===== config.mk =====
export PLATFORM = sky130hd
export DESIGN_NAME = fifo_rr_arbiter_flat
export DESIGN_NICKNAME = d
export VERILOG_FILES = /design/src/rtl/fifo_rr_arbiter_pkg.sv /design/src/rtl/fifo_rr_arbiter_if.sv /design/src/rtl/fifo_rr_arbiter_rr_select.sv /design/src/rtl/fifo_rr_arbiter.sv /design/src/flat_wrapper.sv
export SDC_FILE = /design/constraint.sdc
export NUM_CORES = 1
export LEC_CHECK = 0
export ABC_AREA = 1
export ABC_CLOCK_PERIOD_IN_PS = 4000
export BUFFER_PORTS_ARGS = -buffer_cell sky130_fd_sc_hd__buf_2
export CAP_MARGIN = 30
export CORE_MARGIN = 4
export CORE_UTILIZATION = 25
export CTS_CLUSTER_DIAMETER = 100
export CTS_CLUSTER_SIZE = 10
export DETAILED_ROUTE_END_ITERATION = 10
export MAX_ROUTING_LAYER = met4
export SYNTH_ARGS = -nofsm -noshare
export SYNTH_HDL_FRONTEND = slang
export SYNTH_SLANG_ARGS = --single-unit

===== constraint.sdc =====
create_clock -name clk -period 4 [get_ports clk]
set_clock_uncertainty 0.15 [all_clocks]
set_input_delay 0.8 -clock clk [delete_from_list [all_inputs] [get_ports clk]]
set_output_delay 0.8 -clock clk [all_outputs]
set_load 0.1 [all_outputs]

===== src/rtl/fifo_rr_arbiter_pkg.sv =====
// Shared defaults for the round-robin FIFO read controller.
// Contains the word width, the port count and the width of a port index.
package fifo_rr_arbiter_pkg;

    localparam int N_PORTS_DEF   = 4;
    localparam int DATA_W_DEF    = 10;
    localparam int CNT_W_DEF     = 16;
    localparam int PORT_ID_W_DEF = $clog2(N_PORTS_DEF);

    typedef logic [PORT_ID_W_DEF-1:0] port_id_t;
    typedef logic [DATA_W_DEF-1:0]    word_t;

endpackage


===== src/rtl/fifo_rr_arbiter_if.sv =====
// Upstream FIFO read bus and egress FIFO write bus seen by the arbiter.
// The master modport is the arbiter side; the slave modport is the FIFO side.
interface fifo_rr_arbiter_if
    import fifo_rr_arbiter_pkg::*;
#(
    parameter int N_PORTS = N_PORTS_DEF,
    parameter int DATA_W  = DATA_W_DEF
);
    localparam int PORT_ID_W = $clog2(N_PORTS);

    logic [N_PORTS-1:0]        fifo_empty;
    logic [N_PORTS*DATA_W-1:0] fifo_data;
    logic [N_PORTS-1:0]        fifo_rd_enb;
    logic                      out_almost_full;
    logic                      out_wr_enb;
    logic [DATA_W-1:0]         out_data;
    logic [PORT_ID_W-1:0]      grant_id;

    modport master (
        input  fifo_empty, fifo_data, out_almost_full,
        output fifo_rd_enb, out_wr_enb, out_data, grant_id
    );

    modport slave (
        output fifo_empty, fifo_data, out_almost_full,
        input  fifo_rd_enb, out_wr_enb, out_data, grant_id
    );

endinterface


===== src/rtl/fifo_rr_arbiter_rr_select.sv =====
// Combinational round-robin picker: first asserted request at or after ptr,
// wrapping modulo N_PORTS.
module fifo_rr_arbiter_rr_select
    import fifo_rr_arbiter_pkg::*;
#(
    parameter int N_PORTS   = N_PORTS_DEF,
    parameter int PORT_ID_W = $clog2(N_PORTS)
) (
    input  logic [N_PORTS-1:0]   req,
    input  logic [PORT_ID_W-1:0] ptr,
    output logic [PORT_ID_W-1:0] gnt_id,
    output logic                 gnt_vld
);

    int idx_s;

    // Scan from the farthest offset down so the closest requester to ptr wins.
    always_comb begin
        gnt_id  = '0;
        gnt_vld = 1'b0;
        idx_s   = 0;
        for (int k = N_PORTS - 1; k >= 0; k--) begin
            idx_s = (int'(ptr) + k) % N_PORTS;
            if (req[idx_s[PORT_ID_W-1:0]]) begin
                gnt_vld = 1'b1;
                gnt_id  = idx_s[PORT_ID_W-1:0];
            end else begin
                gnt_vld = gnt_vld;
            end
        end
    end

endmodule


===== src/rtl/fifo_rr_arbiter.sv =====
// Round-robin read controller: pops one word per cycle from non-empty upstream
// FIFOs and pushes it to the egress FIFO one cycle later.
module fifo_rr_arbiter
    import fifo_rr_arbiter_pkg::*;
#(
    parameter int N_PORTS = N_PORTS_DEF,
    parameter int DATA_W  = DATA_W_DEF,
    parameter int CNT_W   = CNT_W_DEF
) (
    input  logic              clk,
    input  logic              rst,
    input  logic              enable,
    fifo_rr_arbiter_if.master bus,
    output logic              idle,
    output logic [CNT_W-1:0]  word_count
);

    localparam int PORT_ID_W = $clog2(N_PORTS);

    logic [PORT_ID_W-1:0] rr_ptr_r;
    logic [PORT_ID_W-1:0] sel_r;
    logic                 inflight_r;
    logic [PORT_ID_W-1:0] gnt_id_s;
    logic                 gnt_vld_s;
    logic                 can_pop_s;
    logic                 wr_s;

    fifo_rr_arbiter_rr_select #(
        .N_PORTS   (N_PORTS),
        .PORT_ID_W (PORT_ID_W)
    ) u_rr_select (
        .req     (~bus.fifo_empty),
        .ptr     (rr_ptr_r),
        .gnt_id  (gnt_id_s),
        .gnt_vld (gnt_vld_s)
    );

    assign can_pop_s = enable & ~bus.out_almost_full & ~rst & gnt_vld_s;

    // A word still in flight when reset hits is dropped, not written.
    assign wr_s           = inflight_r & ~rst;
    assign bus.out_wr_enb = wr_s;
    assign idle           = rst | (~inflight_r & (&bus.fifo_empty));

    // One-hot pop strobe toward the granted FIFO.
    always_comb begin
        bus.fifo_rd_enb = '0;
        for (int i = 0; i < N_PORTS; i++) begin
            bus.fifo_rd_enb[i] = can_pop_s & (gnt_id_s == PORT_ID_W'(i));
        end
    end

    // Egress mux driven by the registered select; upstream data is already registered.
    always_comb begin
        bus.out_data = '0;
        bus.grant_id = '0;
        if (wr_s) begin
            bus.out_data = bus.fifo_data[sel_r*DATA_W +: DATA_W];
            bus.grant_id = sel_r;
        end else begin
            bus.out_data = '0;
            bus.grant_id = '0;
        end
    end

    // Pointer, in-flight tracking and forwarded-word counter.
    always_ff @(posedge clk) begin
        if (rst) begin
            rr_ptr_r   <= '0;
            sel_r      <= '0;
            inflight_r <= 1'b0;
            word_count <= '0;
        end else begin
            inflight_r <= can_pop_s;
            if (can_pop_s) begin
                sel_r    <= gnt_id_s;
                rr_ptr_r <= (gnt_id_s == PORT_ID_W'(N_PORTS - 1)) ? '0 : gnt_id_s + 1'b1;
            end else begin
                sel_r    <= sel_r;
                rr_ptr_r <= rr_ptr_r;
            end
            if (wr_s) begin
                word_count <= word_count + CNT_W'(1);
            end else begin
                word_count <= word_count;
            end
        end
    end

endmodule


===== src/flat_wrapper.sv =====
// flat-port wrapper written by rule: the top's interface ports become plain ports
module fifo_rr_arbiter_flat import fifo_rr_arbiter_pkg::*;
#(
    parameter int N_PORTS = N_PORTS_DEF,
    parameter int DATA_W  = DATA_W_DEF,
    parameter int CNT_W   = CNT_W_DEF
)
  (clk, rst, enable, idle, word_count, bus_fifo_empty, bus_fifo_data, bus_out_almost_full, bus_fifo_rd_enb, bus_out_wr_enb, bus_out_data, bus_grant_id);
  fifo_rr_arbiter_if #(.N_PORTS(N_PORTS), .DATA_W(DATA_W)) bus_i ();
  input  logic clk;
  input  logic rst;
  input  logic enable;
  output logic idle;
  output logic [CNT_W-1:0] word_count;
  input wire logic [$bits(bus_i.fifo_empty)-1:0] bus_fifo_empty;
  input wire logic [$bits(bus_i.fifo_data)-1:0] bus_fifo_data;
  input wire logic [$bits(bus_i.out_almost_full)-1:0] bus_out_almost_full;
  output wire logic [$bits(bus_i.fifo_rd_enb)-1:0] bus_fifo_rd_enb;
  output wire logic [$bits(bus_i.out_wr_enb)-1:0] bus_out_wr_enb;
  output wire logic [$bits(bus_i.out_data)-1:0] bus_out_data;
  output wire logic [$bits(bus_i.grant_id)-1:0] bus_grant_id;
  assign bus_i.fifo_empty = bus_fifo_empty;
  assign bus_i.fifo_data = bus_fifo_data;
  assign bus_i.out_almost_full = bus_out_almost_full;
  assign bus_fifo_rd_enb = bus_i.fifo_rd_enb;
  assign bus_out_wr_enb = bus_i.out_wr_enb;
  assign bus_out_data = bus_i.out_data;
  assign bus_grant_id = bus_i.grant_id;
  fifo_rr_arbiter #(.N_PORTS(N_PORTS), .DATA_W(DATA_W), .CNT_W(CNT_W)) u_core (.clk(clk), .rst(rst), .enable(enable), .bus(bus_i), .idle(idle), .word_count(word_count));
endmodule

==> impl_results.rst <==
.. list-table::
   :header-rows: 1

   * - Metric
     - Value
   * - Maximum clock path buffer count
     - 2
   * - Number of gates resized after cts
     - 0
   * - Number of violations reported at the end of detailed-routing iteration 0
     - 93
   * - Boundary Pins
     - around 80
   * - Share of flip-flops with an asynchronous set or reset after synthesis
     - 0%
   * - Fraction of layout instances using a drive strength above 1
     - 25.83%
   * - Achievable Freq
     - 0.3058 GHz
   * - Post-synth EDFFs
     - 0
   * - Flop2flop setup slack
     - roughly 1900 ps
   * - Cell at the root of the clock tree
     - clkbuf_8
   * - RSZ-0062 raised after global routing
     - false
   * - DR vias/cell
     - ~4.6
   * - Post CTS Setup Buffer Count
     - 0
   * - Wirelength per Cell
     - around 11 µm
   * - Non-filler instance count after layout
     - 437
   * - Number of standard cells after synthesis
     - 283
   * - Placed Instances
     - around 430
   * - Source of the worst hold timing path
     - u_core.word_count[15]
   * - Latest clock arrival within the worst-skew pair
     - around 250 ps
   * - Period minus WS final
     - 3270 ps
   * - Number of max-slew violations in the final report
     - 0
   * - Power density relative to cell area
     - ~240 nW/µm²
   * - Top flip-flop cell by instance count after synthesis
     - dfxtp_1
   * - # Max-Cap Violations
     - 0
   * - Routed vias
     - slightly below 2000
   * - Setup TNS after final layout
     - 0 ps
   * - Hold_ws
     - about 360 ps
   * - # H-tree levels
     - 1
   * - Height of the die
     - ~89 µm
   * - Beginning of the worst register-to-register path
     - u_core.rr_ptr_r[0]
   * - Area share of the largest cell type after synthesis
     - roughly a quarter
   * - Portion of the post-synthesis area used by sequential elements
     - between 20 and 30%
   * - Max incr delay on CP
     - 510 ps
   * - Clock-pin slew on the worst setup and hold paths
     - 80 ps
   * - Worst VDD drop
     - 107.1 µV
   * - Setup crit start
     - u_core.rr_ptr_r[0]
   * - Static leakage
     - 1.133 nW
   * - Layout Nets
     - 414
   * - Commonest cells post-synth
     - nor2_1, nand2_1, inv_1
   * - Remaining design rule violation count
     - 0
   * - Wire length of the first global-routing pass
     - 7886 µm
   * - Die width
     - 88.60 µm
   * - Critical Path, Cell by Cell
     - inv_1, nand2_1, nand3_1, nand2_1, inv_1, nand3_1, nand2_1, inv_1, ha_1, inv_1, nor2_1, buf_2
   * - Standard-cell rows
     - 29
   * - Final antenna diode count
     - 0
   * - Yosys warning total
     - 0
   * - Starting density of the core
     - 25.72%
   * - Sequential cell area
     - 420.4 µm²
   * - Pin count of the biggest net entering global routing
     - 23
   * - Distinct cell type count of the synthesized netlist
     - 23
   * - Number of buffers added by the clock tree synthesis step
     - 3
   * - Max-Slew Margin vs Limit
     - 64.09%
   * - Total of buffers placed on input and output ports
     - 81
   * - Critical Setup Path Class
     - reg -> out
   * - Per-instance average area after synthesis
     - 5.739 µm²
   * - Sum of internal, switching and leakage power
     - 0.0005112 W
   * - Final count of negative-setup-slack endpoints
     - 0
   * - Count of clock tree sinks
     - 21
   * - Maximum fanout encountered on the critical timing path
     - 10
   * - Outcome
     - finished clean
   * - ANT nets after route
     - 0
   * - Total die area
     - 7850 µm²
   * - Most frequent cell after synthesis
     - nor2_1
   * - Vias in the first global route
     - 1798
   * - Clock tree from TritonCTS
     - built
   * - Placed wire-length estimate after detailed placement
     - 3982 µm
   * - Required @ worst endpoint
     - around 3100 ps
   * - Placer Congestion
     - 0.8419
   * - Critical path launch point type
     - flop
   * - Post-CTS Hold Buffers
     - 0
   * - Flop and latch count out of synthesis
     - 21
   * - Antenna violations before repair
     - 0
   * - Final number of hold-violating endpoints
     - 0
   * - Setup crit end kind
     - primary output
   * - Final Cycle Share
     - a little over 80%
   * - Cell area after synthesis
     - approximately 1600 µm²
   * - Routed wire length
     - 4945 µm
   * - Slowest stage cell on the critical path
     - dfxtp_1
   * - Post-synth top area cell
     - dfxtp_1
   * - Dominant cell type by count on the critical path
     - inv_1
   * - Worst hold path class
     - reg -> reg
   * - Syn-to-layout area delta
     - 31.97%
   * - Syn nets
     - 336
   * - Largest cells by area after synthesis
     - dfxtp_1, nor2_1, nand2_1, inv_1, o21ai_0
   * - Least-Margin Pin Slew
     - ~540 ps
   * - Global router's overall resource usage
     - 12.75%
   * - 1st-pass router iterations
     - 4
   * - Filler cells
     - 700
   * - Core Area
     - 6314 µm²
   * - Multi-input gate area
     - 1030 µm²
   * - Overflow left after global routing
     - 0
   * - Arrival time at the worst endpoint
     - 2320 ps
==> worst max-delay path, delay by kind of cell (launching register included) <==
family	cells	cell delay [ps]
buffers and inverters	5	790
and+or+nand+nor	6	630
DFF	1	510
adders and majority gates	1	130
==> per-stage QoR <==
step           worst slack, ps  cell area [µm²]  util [%]
2_1_floorplan            31.07             1624         -
3_3_place_gp             760.2             2098     33.23
3_5_place_dp             734.3             2098     33.23
4_1_cts                  712.8             2143     33.95
5_1_grt                  461.9             2143     33.95
6_report                 729.7             2143     33.95
==> worst paths after layout <==
| check | endpoint | depth (start not counted) |
|---|---|---|
| worst max register to register | u_core.rr_ptr_r[1] | 11 |
| worst min register to register | u_core.word_count[15] | 2 |
| worst min-delay path | u_core.word_count[15] | 2 |
| worst max-delay path | bus_fifo_rd_enb[0] | 12 |
==> sequential cells by signal, summed over array words and instances (netlist names) <==
name / cells
u_core.inflight_r: 1
u_core.rr_ptr_r: 2
u_core.sel_r: 2
u_core.word_count: 16
==> logic make-up after synthesis <==
kind of cell | Yosys count | synth area share, %
XOR/XNOR | 3 | 1.618
buffers and inverters | 46 | 10.71
AND/OR/NAND/NOR | 158 | 42.37
flip-flops | 21 | 25.89
adder cells (fa/ha/maj) | 5 | 3.852
AO/OA/AOI/OAI | 50 | 15.56
==> routing by layer <==
layer	wire (µm)	GRT usage [%]	up-vias	part of all wire (%)
met5	0	-	-	0
met4	38	3.159	0	0.77
met3	421	1.955	4	8.5
met2	2212	22.23	67	45
met1	2273	15.34	870	46
li1	-	-	1049	-
==> layout by cell type (no fill, tap or decap) <==
master    instances
buf_2            81
nor2_1           65
nand2_1          57
inv_1            35
o21ai_0          26
a21oi_1          23
dfxtp_1          21
nand3_1          18
nor3_1            7
ha_1              5
nand4_1           4
clkbuf_8          3
inv_2             2
nor2_4            2
xor2_1            2
nand2_4           1
and2_1            1
nand2_2           1
xnor2_1           1
nor3_4            1
nand3_4           1
o21a_1            1
clkbuf_1          1
buf_4             1
==> cell type report <==
class                   instances  share of cell area [%]
multi-input cells             216                   48.04
inverters                      37                   6.480
clock buffers                   4                   2.102
flip-flops and latches         21                   19.61
well taps                      77                   4.495
repair buffers                 82                   19.26
==> power by group <==
group / switching, W / leakage [nW] / internal, W
combinational: 0.000103 / 0.940 / 0.0000481
clock: 0.0000679 / 0.0228 / 0.0000708
sequential: 0.00000826 / 0.170 / 0.000213
(Power assumes the default switching activity.)
